===== config.mk =====
export PLATFORM = sky130hd
export DESIGN_NAME = acs_max_select
export DESIGN_NICKNAME = d
export VERILOG_FILES = /design/src/rtl/acs_max_select_pkg.sv /design/src/rtl/acs_max_select_sat_add.sv /design/src/rtl/acs_max_select.sv
export SDC_FILE = /design/constraint.sdc
export NUM_CORES = 1
export LEC_CHECK = 0
export BUFFER_PORTS_ARGS = -buffer_cell sky130_fd_sc_hd__clkbuf_2
export CAP_MARGIN = 0
export CORE_ASPECT_RATIO = 1.4
export CORE_MARGIN = 3
export CORE_UTILIZATION = 61
export DETAILED_ROUTE_END_ITERATION = 8
export PLACE_DENSITY_LB_ADDON = 0.1
export SLEW_MARGIN = 20
export SYNTH_ARGS = -nofsm -noshare
export SYNTH_HDL_FRONTEND = slang
export SYNTH_SLANG_ARGS = --single-unit

===== constraint.sdc =====
create_clock -name clk -period 5.1 [get_ports clk]
set_clock_uncertainty 0.1 [all_clocks]
set_input_delay 0.51 -clock clk [delete_from_list [all_inputs] [get_ports clk]]
set_output_delay 0.51 -clock clk [all_outputs]
set_load 0.02 [all_outputs]

===== src/rtl/acs_max_select_pkg.sv =====
// rtl/acs_max_select_pkg.sv - shared Viterbi types, defaults and saturating add
package acs_max_select_pkg;

  localparam int P_SIZE_DEF      = 32;
  localparam int POS_NUM_DEF     = 11;
  localparam int POS_NUM_BIT_DEF = 4;

  typedef enum logic [1:0] {
    ST_IDLE  = 2'd0,
    ST_SWEEP = 2'd1,
    ST_EMIT  = 2'd2
  } acs_state_t;

  // Log-domain scores clamp at all-ones instead of wrapping.
  function automatic logic [P_SIZE_DEF-1:0] sat_add_fn(
    input logic [P_SIZE_DEF-1:0] a,
    input logic [P_SIZE_DEF-1:0] b
  );
    logic [P_SIZE_DEF:0] full;
    full = {1'b0, a} + {1'b0, b};
    return full[P_SIZE_DEF] ? '1 : full[P_SIZE_DEF-1:0];
  endfunction

endpackage


===== src/rtl/acs_max_select_sat_add.sv =====
// rtl/acs_max_select_sat_add.sv - W-bit saturating unsigned adder
module sat_add #(
  parameter int W = 32
) (
  input  logic [W-1:0] i_a,
  input  logic [W-1:0] i_b,
  output logic [W-1:0] o_sum
);

  logic [W:0] w_full;

  assign w_full = {1'b0, i_a} + {1'b0, i_b};
  assign o_sum  = w_full[W] ? '1 : w_full[W-1:0];

endmodule


===== src/rtl/acs_max_select.sv =====
// rtl/acs_max_select.sv - add-compare-select over all previous tags for one current tag
module acs_max_select
  import acs_max_select_pkg::*;
#(
  parameter int word_num     = 16,
  parameter int word_num_bit = 4,
  parameter int p_size       = P_SIZE_DEF,
  parameter int POS_num      = POS_NUM_DEF,
  parameter int POS_num_bit  = POS_NUM_BIT_DEF
) (
  input  logic                   clk,
  input  logic                   reset_acs_max_select,
  input  logic                   start_acs_max_select,
  input  logic                   stall_acs_max_select,
  input  logic [POS_num_bit-1:0] trans_idx_acs_max_select,
  input  logic [p_size-1:0]      prev_score_acs_max_select,
  input  logic [p_size-1:0]      trans_score_acs_max_select,
  input  logic [p_size-1:0]      emit_score_acs_max_select,
  output logic                   increment_enable_acs_max_select,
  output logic                   busy_acs_max_select,
  output logic [p_size-1:0]      best_score_acs_max_select,
  output logic [POS_num_bit-1:0] backptr_acs_max_select,
  output logic                   done_acs_max_select,
  output logic                   sync_err_acs_max_select
);

  localparam int unused_shared_params = word_num + word_num_bit;
  localparam logic [POS_num_bit-1:0] LAST_IDX = POS_num_bit'(POS_num - 1);

  acs_state_t             r_state;
  acs_state_t             w_state_nxt;
  logic [p_size-1:0]      r_acc;
  logic [POS_num_bit-1:0] r_argmax;
  logic [POS_num_bit-1:0] r_exp_idx;
  logic [p_size-1:0]      r_best;
  logic [POS_num_bit-1:0] r_backptr;
  logic                   r_done;
  logic                   r_sync_err;
  logic [p_size-1:0]      w_sum;
  logic [p_size-1:0]      w_emit_sum;
  logic                   w_term;

  sat_add #(.W(p_size)) u_trans_add (
    .i_a   (prev_score_acs_max_select),
    .i_b   (trans_score_acs_max_select),
    .o_sum (w_sum)
  );

  sat_add #(.W(p_size)) u_emit_add (
    .i_a   (r_acc),
    .i_b   (emit_score_acs_max_select),
    .o_sum (w_emit_sum)
  );

  // One term is consumed, and the counter advanced, on every unstalled sweep cycle.
  assign w_term = (r_state == ST_SWEEP) && !stall_acs_max_select;

  always_comb begin
    w_state_nxt = r_state;
    case (r_state)
      ST_IDLE:  if (start_acs_max_select) w_state_nxt = ST_SWEEP;
      ST_SWEEP: if (w_term && (r_exp_idx == LAST_IDX)) w_state_nxt = ST_EMIT;
      ST_EMIT:  w_state_nxt = ST_IDLE;
      default:  w_state_nxt = ST_IDLE;
    endcase
  end

  always_ff @(posedge clk or negedge reset_acs_max_select) begin
    if (!reset_acs_max_select) begin
      r_state    <= ST_IDLE;
      r_acc      <= '0;
      r_argmax   <= '0;
      r_exp_idx  <= '0;
      r_best     <= '0;
      r_backptr  <= '0;
      r_done     <= 1'b0;
      r_sync_err <= 1'b0;
    end else begin
      r_state <= w_state_nxt;
      r_done  <= (r_state == ST_EMIT);
      case (r_state)
        ST_IDLE: begin
          if (start_acs_max_select) begin
            r_acc      <= '0;
            r_argmax   <= '0;
            r_exp_idx  <= '0;
            r_sync_err <= 1'b0;
          end
        end
        ST_SWEEP: begin
          if (w_term) begin
            // Strict compare keeps the lowest index on ties; first term always loads.
            if ((w_sum > r_acc) || (r_exp_idx == '0)) begin
              r_acc    <= w_sum;
              r_argmax <= trans_idx_acs_max_select;
            end
            r_exp_idx <= r_exp_idx + POS_num_bit'(1);
            if (trans_idx_acs_max_select != r_exp_idx) r_sync_err <= 1'b1;
          end
        end
        ST_EMIT: begin
          r_best    <= w_emit_sum;
          r_backptr <= r_argmax;
        end
        default: ;
      endcase
    end
  end

  assign increment_enable_acs_max_select = w_term;
  assign busy_acs_max_select             = (r_state != ST_IDLE);
  assign best_score_acs_max_select       = r_best;
  assign backptr_acs_max_select          = r_backptr;
  assign done_acs_max_select             = r_done;
  assign sync_err_acs_max_select         = r_sync_err;

endmodule


After elaboration in Yosys (flattened, before gate mapping)

Cells that the tools add are included.

Add/sub/neg operators: 3
Magnitude comparators: 1
Equality and inequality tests: 9
Mux-type cells: 19
Reduce and logical (&&, ||, !) cells: 12

Operators with widths:

| cell                  | count |
|---|---|
| $mux W32              | 5 |
| $add A32 B32 Y33      | 2 |
| $pmux W32 S2          | 1 |
| $gt A32 B32 Y1        | 1 |
| $mux W4               | 4 |
| $pmux W4 S2           | 2 |
| $reduce_and A4 Y1     | 2 |
| $ne A2 B1 Y1 const B  | 3 |
| $add A4 B1 Y4 const B | 1 |
| $eq A4 B4 Y1 const B  | 1 |
| $logic_not A4 Y1      | 1 |
| $mux W2               | 2 |
| $ne A2 B2 Y1 const B  | 2 |
| $ne A4 B4 Y1          | 1 |
| $pmux W2 S2           | 1 |
| $reduce_bool A2 Y1    | 2 |
| $mux W1               | 3 |
| $reduce_and A3 Y1     | 1 |
| $eq A2 B1 Y1 const B  | 1 |
| $eq A2 B2 Y1 const B  | 1 |
| $logic_and A1 B1 Y1   | 2 |
| $logic_not A2 Y1      | 1 |
| $pmux W1 S2           | 1 |
| $reduce_and A2 Y1     | 1 |
| other kinds (2)       | 2 |

Register bits after elaboration: 80
Output and inout port bits: 40
Word-level logic and storage cells: 52

Depth between registers and ports, before layout

Depth after elaboration: 7
Depth in mapped cells: 24

Hierarchy

A second synthesis with hierarchy kept.

Cells, all modules: 894
Area total of the unflattened synthesis: 7815.0 um2

Modules (own cells, without submodules):

| module         | times used | cells an instance | area each (um2) | seq. area each (um2) |
|---|---|---|---|---|
| acs_max_select | 1          | 316               | 3928.8          | 2001.9 |
| sat_add        | 2          | 289               | 1943.1          | 0.0 |

Worst setup path before layout

OpenSTA, ideal clock, no wires.

Path kind: input to register
Start: input port prev_score_acs_max_select[0]
End: register r_acc[10]
Setup time: 0.121 ns
Data arrival time: 4.858 ns
Setup slack: 0.021 ns
Stages: 20
Path buffers: 3
Cells stage by stage: ha_1 fa_1 a211oi_2 o21ai_0 a221oi_1 o21a_1 nor3_1 nor2_1 a21o_1 buf_4 buf_4 nand2_1 ha_1 nand4_1 or2_2 or3_1 o21ai_0 o211ai_1 clkbuf_1 a22o_1

Cells in the longest elaborated chain, start to end: 6

RTL lines:

| what                        | line                         | source |
|---|---|---|
| start, declared             | acs_max_select.sv:16         | `input logic [p_size-1:0] prev_score_acs_max_select,` |
| $add A32 B32 Y33 *          | acs_max_select_sat_add.sv:12 | `assign w_full = {1'b0, i_a} + {1'b0, i_b};` |
| $mux W32 *                  | acs_max_select_sat_add.sv:13 | `assign o_sum = w_full[W] ? '1 : w_full[W-1:0];` |
| $gt A32 B32 Y1              | acs_max_select.sv:93         | `if ((w_sum > r_acc) \|\| (r_exp_idx == '0)) begin` |
| $logic_or A1 B1 Y1          | acs_max_select.sv:93         |  |
| $ne A2 B1 Y1 (no line)      | n/a                          |  |
| $reduce_and A4 Y1 (no line) | n/a                          |  |
| end signal, assigned        | acs_max_select.sv:94         | `r_acc <= w_sum;` |
| end, declared               | acs_max_select.sv:32         | `logic [p_size-1:0] r_acc;` |

Mark *: on every way between the ends. The rest lies on a longest branch, timed or not. The select of a mux whose other input is x is not followed.
A chain may end at the register's enable or synchronous reset.

Worst setup path in the final report

Start: input port prev_score_acs_max_select[1]
End: register r_acc[1]

The elaborated chain is that of the path after synthesis.

==> summary.log <==
qor: detailed_routing.route.detailed.wl_per_inst 16.8 µm
qor: clock_network.clock_sink_count 80
qor: power.power_leakage 0.00424 µW
qor: timing.maxSlewHeadroom 34.0%
qor: min_path.hold_path.class input port to asynchronous set/reset pin
qor: finish.layout-drive-gt1-share 19.9%
qor: finish.sequential_area 2000 µm²
qor: detailed_routing.drtAntennaViolNets 0
qor: global_routing.global_route.overflow_total 0
qor: critical_path.worst_path_most_repeated_cell sky130_fd_sc_hd__o21ai_1
qor: timing.maxClockFrequency 207 MHz
qor: yosys.count_of_different_cell_masters_after_synthesis 60
qor: finish.final_cell_area 8420 µm²
qor: floorplanning.core 11,400 µm²
qor: finish.areaGrowthSynthToFinish 17.6%
qor: critical_path.cp_max_fo 16
qor: yosys.yosys_warnings 0
qor: critical_path.ff2ff_setup_slack 1.49 ns
qor: place.hpwlAfterDp 15.5 mm
qor: timing.setup_ws 0.276 ns
qor: clock_network.clk_root_buf sky130_fd_sc_hd__clkbuf_16
qor: critical_path.crit_path_max_incr_delay 0.49 ns
qor: floorplanning.die_w 97.6 µm
qor: floorplanning.num_rows 46
qor: critical_path.setup.worst_path.class input port to flip-flop
qor: clock_network.postCtsSetupBuffers 0
qor: yosys.syn-mean-instance-area 8.67 µm²
qor: finish.filler_cell_count 878
qor: critical_path.cp-end-kind flip-flop
qor: power.highest_ir_drop_seen_on_vdd 0.232 mV
qor: finish.layout_net_count 1,181
qor: critical_path.cp_data_arrival_time 4.95 ns
qor: global_routing.grt_usage 29.0%
qor: timing.period_needed 4.82 ns
qor: clock_network.tritoncts.num_buffers 9
qor: timing.final_setup_violation_count 0
qor: status.outcome complete, no violations
qor: power.powerDensity 535 nW/µm²
qor: clock_network.cts-hold-fix-buffers 0
qor: clock_network.clk_transition_reported_paths 0.06 ns
qor: yosys.synth-seq-area-share 28.0%
qor: place.detailed_place.area 8130 µm²
qor: floorplanning.start_util 62.8%
qor: clock_network.clockBufferDepth 2
qor: critical_path.start_kind input port
qor: place.placement.io_buffers 143
qor: timing.maxSlewViolCount 0
qor: global_routing.first_global_vias 6,996
qor: yosys.netlist_area 7160 µm²
qor: yosys.synth_flop_cell sky130_fd_sc_hd__dfrtp_1
qor: timing.final.period_utilization 94.6%
qor: yosys.syn-instance-count 826
qor: yosys.synth.net_count 1,031
qor: finish.insertedDiodeCount 0
qor: timing.tightestPinTransition 0.990 ns
qor: detailed_routing.detail_route.drc_violations 0
qor: flow_run.max_cap_violations 0
qor: critical_path.worst-endpoint-required 5.23 ns
qor: clock_network.tritoncts_clock_tree done
qor: yosys.number_of_synthesized_flops_with_an_enable_pin 0
qor: critical_path.timing.critical_path.cells clkbuf_2, ha_1, a211oi_1, o21ai_1, nand3_1, a211oi_1, a211oi_2, o21ai_1, or4_1, a41o_1, ha_1, nand4_1, or2_2, or3_1, o21ai_1, o211ai_1, buf_4, a22o_1
qor: floorplanning.die-area 13,100 µm²
qor: detailed_routing.routed-via-count 6,886
qor: clock_network.insertion_delay 0.34 ns
qor: detailed_routing.drt_pass1_iterations 7
qor: global_routing.grt_max_degree 81
qor: detailed_routing.wirelength 18.9 mm
qor: place.dpl_worst_slack -0.164 ns
qor: floorplanning.io-pin-count 144
qor: detailed_routing.drt_iter0_drc 329
qor: finish.multiInputGateArea 4860 µm²
qor: finish.fin_util 73.9%
qor: floorplanning.floorplan.die.height 134 µm
qor: critical_path.cpMaxStageDelayCell sky130_fd_sc_hd__or4_1
qor: yosys.ys_ff_latch 80
qor: yosys.async_reset_ff_share 100%
qor: global_routing.grt_first_pass_wirelength 31.7 mm
qor: global_routing.antenna_violations_before_repair 0
qor: clock_network.ctsHtreeMaxLevel 3
qor: power.total_power 4510 µW
qor: detailed_routing.drt-vias-per-instance 6.12
qor: timing.report.final.hold_viol_count 0
qor: place.place_congestion 0.965
-- sequential cells by signal, indices dropped and copies added, names as in the netlist --
register	cells
backptr_acs_max_select	4
r_exp_idx	4
done_acs_max_select	1
r_argmax	4
best_score_acs_max_select	32
sync_err_acs_max_select	1
r_acc	32
r_state	2
-- where the power goes --
group	total [µW]	internal [µW]	switching, µW
logic	2770	1250	1520
registers	1130	899	231
clock network	607	343	264
total	4510	2490	2010
-- worst paths after layout --
path | endpoint | cells after the start | start
worst max-delay path | r_acc[1] | 18 | prev_score_acs_max_select[1]
worst min-delay path | best_score_acs_max_select[11] | 1 | reset_acs_max_select
worst max register to register | best_score_acs_max_select[29] | 13 | r_acc[0]
worst min register to register | r_state[0] | 1 | r_state[1]
max in group asynchronous | best_score_acs_max_select[9] | 1 | reset_acs_max_select
min in group clk | r_argmax[1] | 2 | trans_idx_acs_max_select[1]
-- repair_timing --
action,4_1_cts,5_1_grt
resized for setup,0,3
setup endpoints to repair,0,36
endpoints found under the hold margin,0,0
-- per-layer routing --
layer	track usage (%)	wire (µm)
met1	34.2	7620
met4	10.5	509
met3	4.16	966
met2	53.2	9810
met5	0	0
-- final cells by class --
class / instances / share of cell area [%]
inverter: 54 / 2.41
multi-input combinational: 669 / 57.7
tap: 144 / 2.14
sequential: 80 / 23.8
clock inverter: 6 / 0.535
timing repair buffer: 162 / 10.6
clock buffer: 10 / 2.84
-- synthesized netlist by cell type (all sizes together) (17+ instances only) --
| master | number | share of area [%] |
|---|---|---|
| a211oi | 17 | 2.0 |
| a21o | 35 | 3.7 |
| a21oi | 62 | 4.4 |
| a22o | 34 | 4.2 |
| dfrtp | 80 | 28 |
| ha | 99 | 17 |
| inv | 53 | 2.8 |
| nand2 | 72 | 3.8 |
| nand3 | 18 | 1.3 |
| nand4 | 17 | 1.5 |
| nor2 | 57 | 3.0 |
| o21ai | 55 | 3.8 |
| o22a | 31 | 3.8 |
| xnor2 | 33 | 4.0 |
| xor2 | 22 | 2.7 |
-- stage by stage --
| stage | setup TNS, ns | hold WS, ns | cells |
|---|---|---|---|
| CTS | 0 | 0.267 | 1125 |
| finish | 0 | 0.208 | 1125 |
| global placement | -2.73 | 0.345 | 1109 |
| global route | -0.00923 | 0.315 | 1125 |
| detailed placement | -5.07 | 0.352 | 1109 |
| floorplan | 0 | 0.114 | 826 |
-- cells by family after synthesis --
group                      after synthesis  share of synthesized area [%]
muxes                                    6                          0.908
adders and majority gates              101                           17.9
xor gates and xnor gates                55                           6.73
and+or+nand+nor                        214                           13.8
DFF                                     80                           28.0
buffers and inverters                   77                           4.28
AOI/OAI and AO/OA                      293                           28.5
-- critical path, delay by kind of cell --
kind	cells	cell delay [ns]
AOI/OAI and AO/OA	9	2.00
and+or+nand+nor	5	1.53
adders and majority gates	2	0.60
buffers and inverters	2	0.33
-- layout by cell type, fill, tap and decap left out, types with 3 or more instances in the layout --
cell / count
sky130_fd_sc_hd__clkbuf_16: 9
sky130_fd_sc_hd__a21o_1: 35
sky130_fd_sc_hd__nand3_1: 18
sky130_fd_sc_hd__o21ai_0: 48
sky130_fd_sc_hd__ha_1: 99
sky130_fd_sc_hd__clkinvlp_4: 3
sky130_fd_sc_hd__o31a_1: 3
sky130_fd_sc_hd__and2_1: 3
sky130_fd_sc_hd__a31oi_1: 5
sky130_fd_sc_hd__xnor2_1: 33
sky130_fd_sc_hd__xor2_1: 22
sky130_fd_sc_hd__nor2b_1: 8
sky130_fd_sc_hd__o21ai_1: 6
sky130_fd_sc_hd__mux2_2: 4
sky130_fd_sc_hd__o22a_1: 31
sky130_fd_sc_hd__nand4_1: 17
sky130_fd_sc_hd__a211oi_2: 3
sky130_fd_sc_hd__nor3_1: 8
sky130_fd_sc_hd__nand2_1: 72
sky130_fd_sc_hd__nor2_1: 56
sky130_fd_sc_hd__nand2b_1: 13
sky130_fd_sc_hd__a211oi_1: 14
sky130_fd_sc_hd__o211ai_1: 7
sky130_fd_sc_hd__or2_2: 5
sky130_fd_sc_hd__o21bai_1: 14
sky130_fd_sc_hd__or3_1: 3
sky130_fd_sc_hd__o41ai_1: 3
sky130_fd_sc_hd__dfrtp_1: 80
sky130_fd_sc_hd__o21a_1: 10
sky130_fd_sc_hd__nor4_1: 4
sky130_fd_sc_hd__buf_4: 17
sky130_fd_sc_hd__inv_1: 53
sky130_fd_sc_hd__a21oi_1: 61
sky130_fd_sc_hd__clkbuf_2: 142
sky130_fd_sc_hd__a22o_1: 34
Power figures use the tool's default switching activity.
